**config.mk**
```make
export PLATFORM = sky130hd
export DESIGN_NAME = ita_scan_seq
export DESIGN_NICKNAME = d
export VERILOG_FILES = /design/src/rtl/ita_scan_seq.sv
export SDC_FILE = /design/constraint.sdc
export NUM_CORES = 1
export LEC_CHECK = 0
export ABC_AREA = 0
export CORE_MARGIN = 2
export CORE_UTILIZATION = 48
export DETAILED_ROUTE_END_ITERATION = 7
export DONT_BUFFER_PORTS = 1
export GPL_ROUTABILITY_DRIVEN = 0
export HOLD_SLACK_MARGIN = 0.03
export PLACE_DENSITY = 0.74
export REMOVE_ABC_BUFFERS = 1
export SETUP_SLACK_MARGIN = 0.05
export SYNTH_ARGS = -nofsm -noshare
export SYNTH_HDL_FRONTEND = slang
export SYNTH_SLANG_ARGS = --single-unit
```
**constraint.sdc**
```tcl
create_clock -name clk -period 2.4 [get_ports clk]
set_clock_uncertainty 0.2 [all_clocks]
set_input_delay 0.48 -clock clk [delete_from_list [all_inputs] [get_ports clk]]
set_output_delay 0.48 -clock clk [all_outputs]
set_load 0.005 [all_outputs]
```
**src/rtl/ita_scan_seq.sv**
```systemverilog
// ita_scan_seq: dwell-timed scan sequencer driving the 6-bit ita frame index with tick/wrap/blank strobes.
// Define ITA_SCAN_PINGPONG_EN to scan up and back down (triangle) instead of the default sawtooth.
module ita_scan_seq #(
    parameter int DWELL_W   = 24,
    parameter int BLANK_CYC = 4
) (
    input  logic               clk,
    input  logic               rst_n,
    input  logic               enable,
    input  logic               step,
    input  logic               restart,
    input  logic [5:0]         last_idx,
    input  logic [DWELL_W-1:0] dwell,
    output logic [5:0]         nsel,
    output logic               tick,
    output logic               wrap,
    output logic               blank
);
    typedef enum logic {IDLE = 1'b0, RUN = 1'b1} state_t;

    localparam int            BW         = (BLANK_CYC < 2) ? 1 : $clog2(BLANK_CYC);
    localparam logic [BW-1:0] BLEFT_INIT = (BLANK_CYC > 1) ? BW'(BLANK_CYC - 1) : '0;
    localparam logic          BLANK_EN   = (BLANK_CYC > 0);

    state_t             state, state_n;
    logic [DWELL_W-1:0] cnt, cnt_n, dwell_last;
    logic [5:0]         nsel_n, next_idx;
    logic               tick_n, wrap_n, blank_n, advance;
    logic [BW-1:0]      bleft, bleft_n;
`ifdef ITA_SCAN_PINGPONG_EN
    logic               dir_up, dir_up_n, next_dir_up;
`endif

    // A dwell of 0 behaves like 1, so both match when cnt is 0.
    assign dwell_last = (dwell == '0) ? '0 : dwell - DWELL_W'(1);

    always_comb begin
        next_idx = 6'd0;
`ifdef ITA_SCAN_PINGPONG_EN
        next_dir_up = 1'b1;
        if (dir_up) begin
            if (last_idx != 6'd0 && nsel < last_idx) begin
                next_idx    = nsel + 6'd1;
                next_dir_up = ((nsel + 6'd1) != last_idx);
            end
        end else if (nsel > 6'd1) begin
            next_idx    = nsel - 6'd1;
            next_dir_up = 1'b0;
        end
`else
        if (nsel < last_idx) begin
            next_idx = nsel + 6'd1;
        end
`endif
    end

    // Blank counts down from each advance; leaving RUN or restart clears it outright.
    always_comb begin
        state_n = state;
        cnt_n   = cnt;
        nsel_n  = nsel;
        tick_n  = 1'b0;
        wrap_n  = 1'b0;
        blank_n = blank;
        bleft_n = bleft;
        advance = 1'b0;
`ifdef ITA_SCAN_PINGPONG_EN
        dir_up_n = dir_up;
`endif
        if (restart) begin
            state_n = enable ? RUN : IDLE;
            cnt_n   = '0;
            nsel_n  = 6'd0;
            blank_n = 1'b0;
            bleft_n = '0;
`ifdef ITA_SCAN_PINGPONG_EN
            dir_up_n = 1'b1;
`endif
        end else begin
            if (blank) begin
                if (bleft == '0) begin
                    blank_n = 1'b0;
                end else begin
                    bleft_n = bleft - BW'(1);
                end
            end
            case (state)
                IDLE: begin
                    cnt_n   = '0;
                    advance = step;
                    if (enable) begin
                        state_n = RUN;
                    end
                end
                RUN: begin
                    if (!enable) begin
                        state_n = IDLE;
                        cnt_n   = '0;
                        blank_n = 1'b0;
                        bleft_n = '0;
                    end else if (cnt == dwell_last) begin
                        advance = 1'b1;
                        cnt_n   = '0;
                    end else begin
                        cnt_n = cnt + DWELL_W'(1);
                    end
                end
                default: begin
                    state_n = IDLE;
                    cnt_n   = '0;
                end
            endcase
            if (advance) begin
                nsel_n = next_idx;
                tick_n = 1'b1;
                wrap_n = (next_idx == 6'd0);
                if (BLANK_EN) begin
                    blank_n = 1'b1;
                    bleft_n = BLEFT_INIT;
                end
`ifdef ITA_SCAN_PINGPONG_EN
                dir_up_n = next_dir_up;
`endif
            end
        end
    end

    always_ff @(posedge clk or negedge rst_n) begin
        if (!rst_n) begin
            state <= IDLE;
            cnt   <= '0;
            nsel  <= 6'd0;
            tick  <= 1'b0;
            wrap  <= 1'b0;
            blank <= 1'b0;
            bleft <= '0;
`ifdef ITA_SCAN_PINGPONG_EN
            dir_up <= 1'b1;
`endif
        end else begin
            state <= state_n;
            cnt   <= cnt_n;
            nsel  <= nsel_n;
            tick  <= tick_n;
            wrap  <= wrap_n;
            blank <= blank_n;
            bleft <= bleft_n;
`ifdef ITA_SCAN_PINGPONG_EN
            dir_up <= dir_up_n;
`endif
        end
    end
endmodule
```
---- Word level (Yosys, flattened, before mapping) ----
Cells that the tools add are included.
W data, S select, Z words.
operators by class
  $add $sub $neg .......................... 4
  $mul .................................... 0
  div/mod/pow operators ................... 0
  $lt $le $gt $ge ......................... 1
  equal/unequal tests ..................... 1
  shifts and indexed selects .............. 0
  mux-type cells .......................... 29
  bitwise operators ....................... 1
  reduce and logical (&&, ||, !) cells .... 4
operators with widths
  operator                 number
  $mux W24                 4
  $pmux W24 S2             1
  $add A24 B1 Y24 const B  1
  $eq A24 B24 Y1           1
  $logic_not A24 Y1        1
  $sub A24 B1 Y24 const B  1
  $mux W6                  3
  $mux W1                  14
  $mux W2                  6
  $add A6 B1 Y6 const B    1
  $logic_not A6 Y1         1
  $lt A6 B6 Y1             1
  $logic_not A2 Y1         1
  $pmux W1 S2              1
  $reduce_bool A2 Y1       1
  $sub A2 B1 Y2 const B    1
  $not A1 Y1               1
word-level totals
  bits in registers ....................... 36
  latch bits .............................. 0
  RAM bits ................................ 0
  memory bits (read-only) ................. 0
  input port bits ......................... 35
  output and inout bits ................... 9
  memories ................................ 0

---- Logic depth before layout (Yosys ltp) ----
Gate-level depths: netlist of run 1.
  depth in word-level cells ............... 9
  mapped depth ............................ 12

---- Worst setup path before layout of run 1 ----
Ideal clock, no wire load.
  path type ............................... input port to flip-flop
  start point ............................. in dwell[0]
  end point ............................... reg nsel[5]
  arrival ................................. 3.465 ns
  slack ................................... -1.390 ns
  cell stages on the path ................. 12
  buffers on the path ..................... 1
  cells stage by stage .................... inv_1 > ha_1 > or4b_1 > nor3_2 > nand3_1 > a32o_1 > a2111o_1 > nor4_2 > nand4_2 > o21a_1 > buf_6 > mux2_4
on the way
  word-level cells in the longest chain between the ends .. 8
RTL lines
  item                                                         line  text
  start, declared                                              13    input logic [DWELL_W-1:0] dwell,
  $sub A24 B1 Y24 / $logic_not A24 Y1 (equally long branches)  35    assign dwell_last = (dwell == '0) ? '0 : dwell - DWELL_W'(1);
  $mux W24 *                                                   35
  $eq A24 B24 Y1 *                                             101   end else if (cnt == dwell_last) begin
  $mux W1 *                                                    101
  $mux W1 *                                                    96    if (!enable) begin
  $pmux W1 S2 *                                                87    case (state)
  $mux W1 *                                                    70    if (restart) begin
  $reduce_bool A2 Y1 (no line) *                               n/a
  end signal, assigned                                         143   nsel <= nsel_n;
  end, declared                                                14    output logic [5:0] nsel,
Every way passes the cells marked *; elsewhere a longest branch is shown, timed or not. The select of a mux whose other input is x is not followed.
A chain may end at the register's enable or synchronous reset.

---- Worst setup path after layout of run 1 ----
  start point ............................. in dwell[3]
  end point ............................... reg nsel[5]
Same word-level chain as after synthesis.

==> results of run 1 <==
==> worst paths after layout <==
path,startpoint,end,slack [ns],depth (start not counted)
setup / recovery,dwell[3],nsel[5],-0.98,10
hold / removal,restart,tick,0.06,1
setup reg to reg,nsel[1],nsel[4],-0.16,10
hold reg to reg,cnt[0],cnt[0],0.34,1
max in group asynchronous,rst_n,cnt[10],1.37,2
min in group asynchronous,rst_n,cnt[4],0.44,2
==> report_power, final <==
group	internal, uW	switching (uW)	total, uW
logic	97.0	98.1	195
registers	614	7.20	621
clock network	202	213	415
total	913	319	1230
==> routing by layer <==
metal | up-vias | GRT usage (%)
met5 | - | 0
met3 | 19 | 3.79
li1 | 1558 | -
met2 | 119 | 41.0
met4 | 0 | 7.65
met1 | 1518 | 30.6
==> registers in the layout, indices dropped and copies added (netlist names) <==
name	flops
cnt	24
nsel	6
bleft	2
blank	1
state	1
tick	1
wrap	1
==> through the flow <==
stage	setup WS, ns	std cells
global route	-1.09	534
global placement	-1.35	515
detailed placement	-1.42	515
CTS	-0.851	526
finish	-0.979	534
floorplan	-1.48	375
==> critical path, cell delays in order <==
cell	delay, ns
or4_4	0.53
or4_4	0.57
buf_4	0.16
o41ai_4	0.29
nand4_1	0.12
a211o_1	0.31
o311ai_2	0.09
nand4_2	0.22
o21a_2	0.29
mux2_4	0.29
==> kinds of logic (layout without fill, tap and decap cells) <==
| family | Yosys count | count (layout) |
|---|---|---|
| AND/OR/NAND/NOR | 183 | 183 |
| AO/OA/AOI/OAI | 72 | 72 |
| XOR/XNOR | 47 | 47 |
| buffers and inverters | 43 | 107 |
| flip-flops | 36 | 36 |
| adder cells (fa/ha/maj) | 8 | 8 |
| multiplexers | 4 | 4 |
==> placed cells by master (no fill, tap or decap), types with 3 or more instances in the layout <==
cell type and instances:
buf_4 68, nor2_1 55, dfrtp_1 36, inv_1 25, nand2_1 25, xor2_1 24
xnor2_1 20, o21ai_0 18, nand3_1 17, nor3_1 15, nor4_1 11, nand4_1 8
or3_1 7, ha_1 7, nor4b_1 5, nor2b_1 5, and3_1 5, o211ai_1 5
clkbuf_8 5, or4_1 4, a21oi_1 4, a31oi_1 4, o22a_1 4, and4_1 4
a21o_1 4, o2111ai_1 4, or4_4 3, and2_1 3, a32o_1 3, o22ai_1 3
==> layout make-up <==
| class | instances | share of cell area (%) |
|---|---|---|
| multi-input combinational | 314 | 55.2 |
| sequential | 36 | 22.8 |
| timing repair buffer | 74 | 15.0 |
| tap | 77 | 2.44 |
| inverter | 25 | 2.37 |
| clock buffer | 5 | 1.74 |
| clock inverter | 3 | 0.475 |
==> repair_timing <==
item,CTS,global route
endpoints found under the setup margin,35,35
resized for setup,9,7
pin swaps,4,13
buffers inserted,0,8
hold buffers,3,0
hold endpoints to repair,37,0
==> flow_summary.yaml, run 1 <==
timing:
  setup_viol: 35
  fin_ws_ns: -0.979
  grt_setup_unrepaired: "true"
  slew-limit-headroom_pct: 60.9
  min_period_ns: 3.38
  fmax_mhz: 296
  post-route-period-util_pct: 141
  finalSetupTns_ns: -31.07
  hold_ws_ns: 0.0559
  finalMaxSlewViolations: 0
  hold_viol_final: 0
  timing_worst_slew_pin_value_ns: 0.580
routing:
  wl_met2_um: 4080
  via_per_inst: 6.02
  drtAntennaViolNets: 0
  vias: 3214
  avgRoutedWirePerCell_um: 15.9
  first_pass_iters: 5
  drc_errors: 0
  drtIter0Drc: 188
  wl_met1_um: 3720
  top_layer: "met4"
  dr_wl_met3_um: 491
  wirelength_um: 8510
min_path:
  hold_path_class: "input pin to register"
power_and_ir_drop:
  p_per_area_mw_per_mm2: 312
  vdd_drop_max_uv: 277
  leakage_uw: 0.00167
  finalPower_uw: 1230
synthesis:
  synth_top_family_by_area: "simple AND/OR/NAND/NOR gates"
  synth_common_cells: "55 x nor2_1, 36 x dfrtp_1, 25 x inv_1, 25 x nand2_1, 24 x xor2_1"
  synth_xor_area_share_pct: 14.3
  seq_area_frac_synth_pct: 28.3
  synth_top_area_share_pct: 28.3
  synth-warning-count: 0
  yosysMostFrequentCell: "nor2_1"
  syn_area_mm2: 0.00318
  ys_ff_latch: 36
  synth_cell_types: 65
  synth_simple_gate_area_share_pct: 30.4
  synthMuxAreaShare_pct: 1.46
  yosysTopAreaCell: "dfrtp_1"
  syn_inst: 393
  synth_compound_area_share_pct: 16.8
  syn_avg_cell_area_um2: 8.09
  synth_fa_ha_area_share_pct: 3.15
  yosys-top-cells-area: "dfrtp_1 28%, xor2_1 6.6%, nor2_1 6.5%"
  yosys_most_used_dff: "dfrtp_1"
  async_reset_ff_share_pct: 100
  synth-edff-count: 0
place:
  dp_hpwl_um: 6450
  place_area_mm2: 0.00368
  io_buffers: 0
die:
  io_pins: 44
  start_util_pct: 49.8
  die_y_um: 85.4
  die_w_um: 85.4
  rows: 29
  die_area_mm2: 0.00729
  coreArea_mm2: 0.00639
clock_network:
  path_clk_slew_ns: 0.07
  cts_made_buffers: 5
  clk-insertion-delay-late_ns: 0.29
  max-clock-path-buffers: 2
  cts_root_buffer: "clkbuf_8"
  cts_tree: "yes"
  h-tree-depth: 2
  cts.sinks: 36
layout:
  antenna_cells: 0
  drive_gt1_share_pct: 22.1
  finalInstanceArea_mm2: 0.00395
  multi_input_area_mm2: 0.00218
  area.sequential_um2: 901
  nets: 499
  final_core_util_pct: 61.9
  nFillCells: 571
  syn_to_final_growth_pct: 24.3
setup_path:
  critical_path_arrival_ns: 3.35
  cp-end-kind: "register"
  critPathMaxFanout: 7
  critPathKind: "input pin to register"
  worstPathRequired_ns: 2.37
  start_kind: "input pin"
run_status:
  violations: "negative setup slack"
  status: "complete, but fails checks"
run:
  drv_cap: 0
grt:
  grt_max_degree: 37
  grt_pass1_vias: 3146
  grt_first_pass_wirelength_um: 14200
  grt_usage_pct: 23.8
  antenna_found_initial: 0
  overflow: 0
Note: power is estimated with default switching activity, not from simulation.
==> run 2, diff against run 1 <==
- DONT_BUFFER_PORTS: 1 -> not set
- PLACE_DENSITY: 0.74 -> 0.83
==> flow_summary.yaml, run 2 (synthesis gave the netlist of run 1 again) <==
power_and_ir_drop:
  power_switching_uw: 385
  combPwrFrac_pct: 25.7
  vdd_drop_max_uv: 341
  p_int_uw: 993
  clkPwrFrac_pct: 29.3
  leakage_uw: 0.00208
  seqPwrFrac_pct: 45.1
  netSwitchingFraction_pct: 28.0
  p_per_area_mw_per_mm2: 287
die:
  start_util_pct: 49.8
  die_w_um: 85.4
  io_pins: 44
  rows: 29
  coreArea_mm2: 0.00639
  die_y_um: 85.4
  die_area_mm2: 0.00729
setup_path:
  cp-end-kind: "register"
  worstPathRequired_ns: 2.38
  crit_chain: "clkdlybuf4s15_1 -> buf_4 -> nor4_1 -> nand3_1 -> buf_4 -> o21ai_0 -> o21ai_0 -> xnor2_1 -> and4_1 -> nand4_4 -> o21a_4 -> mux2_4"
  crit_slowest_cell: "nor4_1"
  critPathMaxFanout: 6
  slowest_delay_ns: 0.42
  start_kind: "input pin"
  critPathKind: "input pin to register"
  critical_path_arrival_ns: 3.41
run_status:
  violations: "negative setup slack"
  status: "complete, but fails checks"
layout:
  largest_reg_flops: 24
  layout_common_cells: "96 x buf_4, 53 x nor2_1, 36 x dfrtp_1"
  syn_to_final_growth_pct: 51.2
  top_regs: "cnt x24, nsel x6, bleft x2"
  final_common_cell: "buf_4"
  nets: 574
  nFillCells: 443
  antenna_cells: 0
  top_register: "cnt"
  drive_gt1_share_pct: 32.4
  final_core_util_pct: 75.3
routing:
  first_pass_iters: 7
  drc_errors: 0
  via_per_inst: 6.11
  drtAntennaViolNets: 0
  drtIter0Drc: 253
  wirelength_um: 10300
  vias: 3714
  avgRoutedWirePerCell_um: 17.0
clock_network:
  h-tree-depth: 2
  clk-insertion-delay-late_ns: 0.29
  path_clk_slew_ns: 0.07
  cts_tree: "yes"
  cts_made_buffers: 5
  cts_hold_buf: 0
  cts.sinks: 36
  max-clock-path-buffers: 2
  cts_root_buffer: "clkbuf_8"
grt:
  grtUsageMet3_pct: 3.21
  grt_first_pass_wirelength_um: 16500
  busiest_layer: "met2"
  use_met2_pct: 48.7
  antenna_found_initial: 0
  grt_max_degree: 37
  grt_usage_pct: 27.7
  grtUsageMet1_pct: 33.7
  overflow: 0
  grt_pass1_vias: 3640
timing:
  post-route-period-util_pct: 143
  grt_setup_unrepaired: "true"
  setup_viol: 35
  finalMaxSlewViolations: 0
  min_period_ns: 3.43
  fin_ws_ns: -1.03
  timing_worst_slew_pin_value_ns: 0.478
  hold_viol_final: 0
  hold_ws_ns: 0.338
  fmax_mhz: 291
  slew-limit-headroom_pct: 67.8
run:
  drv_cap: 0
min_path:
  hold_path_class: "register to register"
place:
  io_buffers: 43
  dp_hpwl_um: 7220
  post-place-ws_ns: -1.88
run 2: cell types whose count changed in the layout (fill, tap and decap cells not counted), moves of 4 or more:
cell and change:
buf_4 +28, clkdlybuf4s50_1 +24, buf_6 +13, dlymetal6s2s_1 +4
nor3_1 -4, nor3_2 +4, or3_1 -4, or3_4 +4
run 2: final cells by class:
cell class | instances | area [um2] | area share, %
timing repair buffer | 149 | 1270 | 26.4
clock inverter | 1 | 5.00 | 0.104
multi-input combinational | 314 | 2360 | 49.2
inverter | 25 | 98.8 | 2.06
clock buffer | 6 | 72.6 | 1.51
tap | 77 | 96.3 | 2.00
sequential | 36 | 901 | 18.7
run 2: worst paths after layout:
path                       cells past startpoint      from      end  slack (ns)
setup / recovery                              12  dwell[8]  nsel[5]       -1.03
hold / removal                                 1    cnt[0]   cnt[0]        0.34
setup reg to reg                              10   nsel[1]  nsel[3]       -0.20
hold reg to reg                                1    cnt[0]   cnt[0]        0.34
max in group asynchronous                      2     rst_n     tick        1.25
min in group asynchronous                      2     rst_n  nsel[3]        0.40
run 2: repair_timing:
item / in CTS / in global routing
buffers inserted: 7 / 4
pin swaps: 21 / 21
gates resized for setup: 76 / 51
endpoints found under the setup margin: 35 / 35
run 2: power groups by stage:
stage	registers (uW)	logic [uW]	clock network, uW
global route	621	380	442
finish	621	354	404
CTS	620	320	417
floorplan	633	112	0
detailed placement	632	308	0
global placement	631	298	0
run 2: critical path: cells and delay by family:
kind | cells | cell delay [ns]
AO/OA/AOI/OAI | 3 | 0.82
XOR/XNOR | 1 | 0.17
buffers and inverters | 3 | 0.56
multiplexers | 1 | 0.29
AND/OR/NAND/NOR | 4 | 1.07
run 2: layer usage:
layer / wire [um] / up-vias
met5: 0 / -
met4: 337 / 0
met3: 632 / 39
met2: 5270 / 191
met1: 4100 / 1777
li1: - / 1707
run 2: metrics by stage:
stage / instance area [um2] / power [uW] / setup TNS (ns) / cells
after floorplan: 3100 / 745 / -48.52 / 375
after global placement: 4350 / 929 / -58.05 / 590
after detailed placement: 4350 / 940 / -61.40 / 590
after CTS: 4590 / 1360 / -35.80 / 604
after global routing: 4810 / 1440 / -36.53 / 608
final: 4810 / 1380 / -33.27 / 608
==> run 3, diff against run 2 <==
- CORE_UTILIZATION: 48 -> 50
- PLACE_DENSITY: 0.83 -> 0.86
==> flow_summary.yaml, run 3 (synthesis gave the netlist of run 1 again) <==
run_status:
  status: "complete, but fails checks"
  violations: "negative setup slack"
power_and_ir_drop:
  p_per_area_mw_per_mm2: 297
  clkPwrFrac_pct: 32.8
  leakage_uw: 0.00211
  combPwrFrac_pct: 24.4
  seqPwrFrac_pct: 42.8
  finalPower_uw: 1450
  vdd_drop_max_uv: 309
  p_int_uw: 1050
  power_switching_uw: 400
  netSwitchingFraction_pct: 27.6
timing:
  timing_worst_slew_pin_value_ns: 0.554
  post-route-period-util_pct: 149
  fin_ws_ns: -1.17
  finalMaxSlewViolations: 0
  finalSetupTns_ns: -39.69
  fmax_mhz: 280
  hold_viol_final: 0
  slew-limit-headroom_pct: 62.7
  grt_setup_unrepaired: "true"
  min_period_ns: 3.57
  setup_viol: 35
setup_path:
  critPathMaxFanout: 5
  cp-end-kind: "register"
  r2r-start: "nsel[1]"
  critPathKind: "input pin to register"
  worstPathRequired_ns: 2.39
  r2r_cells: 10
  r2r-end: "nsel[4]"
  critical_path_arrival_ns: 3.56
  start_kind: "input pin"
  r2r_slack_ns: -0.29
place:
  io_buffers: 43
  placed_cells: 589
  dp_hpwl_um: 7280
  place_area_mm2: 0.00434
clock_network:
  cts_root_buffer: "clkbuf_8"
  max-clock-path-buffers: 2
  cts_hold_buf: 0
  clk-insertion-delay-late_ns: 0.30
  path_clk_slew_ns: 0.07
  cts_made_buffers: 5
  h-tree-depth: 2
  cts_tree: "yes"
  cts.sinks: 36
grt:
  grt_pass1_vias: 3968
  grt_max_degree: 37
  antenna_found_initial: 0
  overflow: 0
  grt_first_pass_wirelength_um: 18200
  grt_usage_pct: 31.8
layout:
  largest_reg_flops: 24
  top_regs: "cnt x24, nsel x6, bleft x2"
  syn_to_final_growth_pct: 53.3
  drive_gt1_share_pct: 33.8
  final_common_cell: "buf_4"
  finalNonFillerCells: 609
  nets: 575
  antenna_cells: 0
  final_core_util_pct: 78.1
  finalInstanceArea_mm2: 0.00487
  top_register: "cnt"
  layout_common_cells: "97 x buf_4, 41 x nor2_1, 36 x dfrtp_1"
routing:
  first_pass_iters: 5
  drc_errors: 0
  drtAntennaViolNets: 0
  avgRoutedWirePerCell_um: 18.5
  via_per_inst: 6.28
  drtIter0Drc: 392
  wirelength_um: 11300
  vias: 3823
die:
  start_util_pct: 50.9
  die_w_um: 83.7
  coreArea_mm2: 0.00624
  rows: 29
  die_area_mm2: 0.00701
  die_y_um: 83.7
  io_pins: 44
min_path:
  hold_path_class: "register to register"
  holdCritStartpoint: "cnt[0]"
  hold_end: "cnt[0]"
  whs_path_depth: 1
run:
  drv_cap: 0
==> run 3: cell count changes in the layout (fill, tap and decap cells not counted), moves of 3 or more <==
cell    delta
nor3_2     -5
nor2_4     +8
nor2_2     +4
nor3_1     +3
buf_8      +3
buf_6      -5
nor2_1    -12
==> run 3: timing repair <==
item	CTS	global route
resized for setup	75	60
gates cloned	2	0
setup endpoints to repair	35	35
pin swaps	19	28
buffers inserted	12	2
==> run 3: worst max path at each step <==
| stage | from | slack [ns] | to |
|---|---|---|---|
| after floorplan | dwell[0] | -1.48 | cnt[10] |
| after global routing | dwell[8] | -1.28 | wrap |
| final | dwell[8] | -1.17 | nsel[5] |
| after global placement | dwell[0] | -1.79 | nsel[2] |
| after CTS | dwell[7] | -1.18 | nsel[5] |
| after detailed placement | dwell[8] | -1.92 | wrap |
==> run 3: layer usage <==
metal	global-route usage, %	vias to the layer above	part of all wire [%]
met4	21.1	0	6.1
met5	0	-	0
met2	55.1	240	51
li1	-	1720	-
met1	36.4	1787	37
met3	4.25	76	6.6
==> run 3: stage by stage <==
step / setup slack [ns] / hold slack [ns]
2_1_floorplan: -1.48 / -0.0156
3_3_place_gp: -1.79 / 0.310
3_5_place_dp: -1.92 / 0.358
4_1_cts: -1.18 / 0.363
5_1_grt: -1.28 / 0.383
6_report: -1.17 / 0.352
==> run 3: layout make-up <==
class | count | area [um2]
Clock buffer | 7 | 96.3
Multi-Input combinational cell | 314 | 2430
Fill cell | 403 | 1370
Tap cell | 77 | 96.3
Inverter | 25 | 93.8
Sequential cell | 36 | 901
Timing Repair Buffer | 150 | 1250
==> run 3: power by group through the flow <==
| stage | clock [uW] | combinational (uW) | sequential [uW] |
|---|---|---|---|
| 3_5_place_dp | 0 | 307 | 632 |
| 6_report | 475 | 354 | 621 |
| 4_1_cts | 475 | 335 | 621 |
| 3_3_place_gp | 0 | 296 | 631 |
| 5_1_grt | 500 | 382 | 622 |
| 2_1_floorplan | 0 | 112 | 633 |
==> run 3: worst max-delay path, cell delays in order <==
cell and delay, ns:
buf_6 0.09, or4_4 0.53, or4_4 0.61, buf_6 0.15, o41ai_4 0.22, nand4_1 0.16
a211o_1 0.30, o311ai_2 0.09, nand4_2 0.20, buf_6 0.19, o21a_4 0.21, mux2_4 0.29
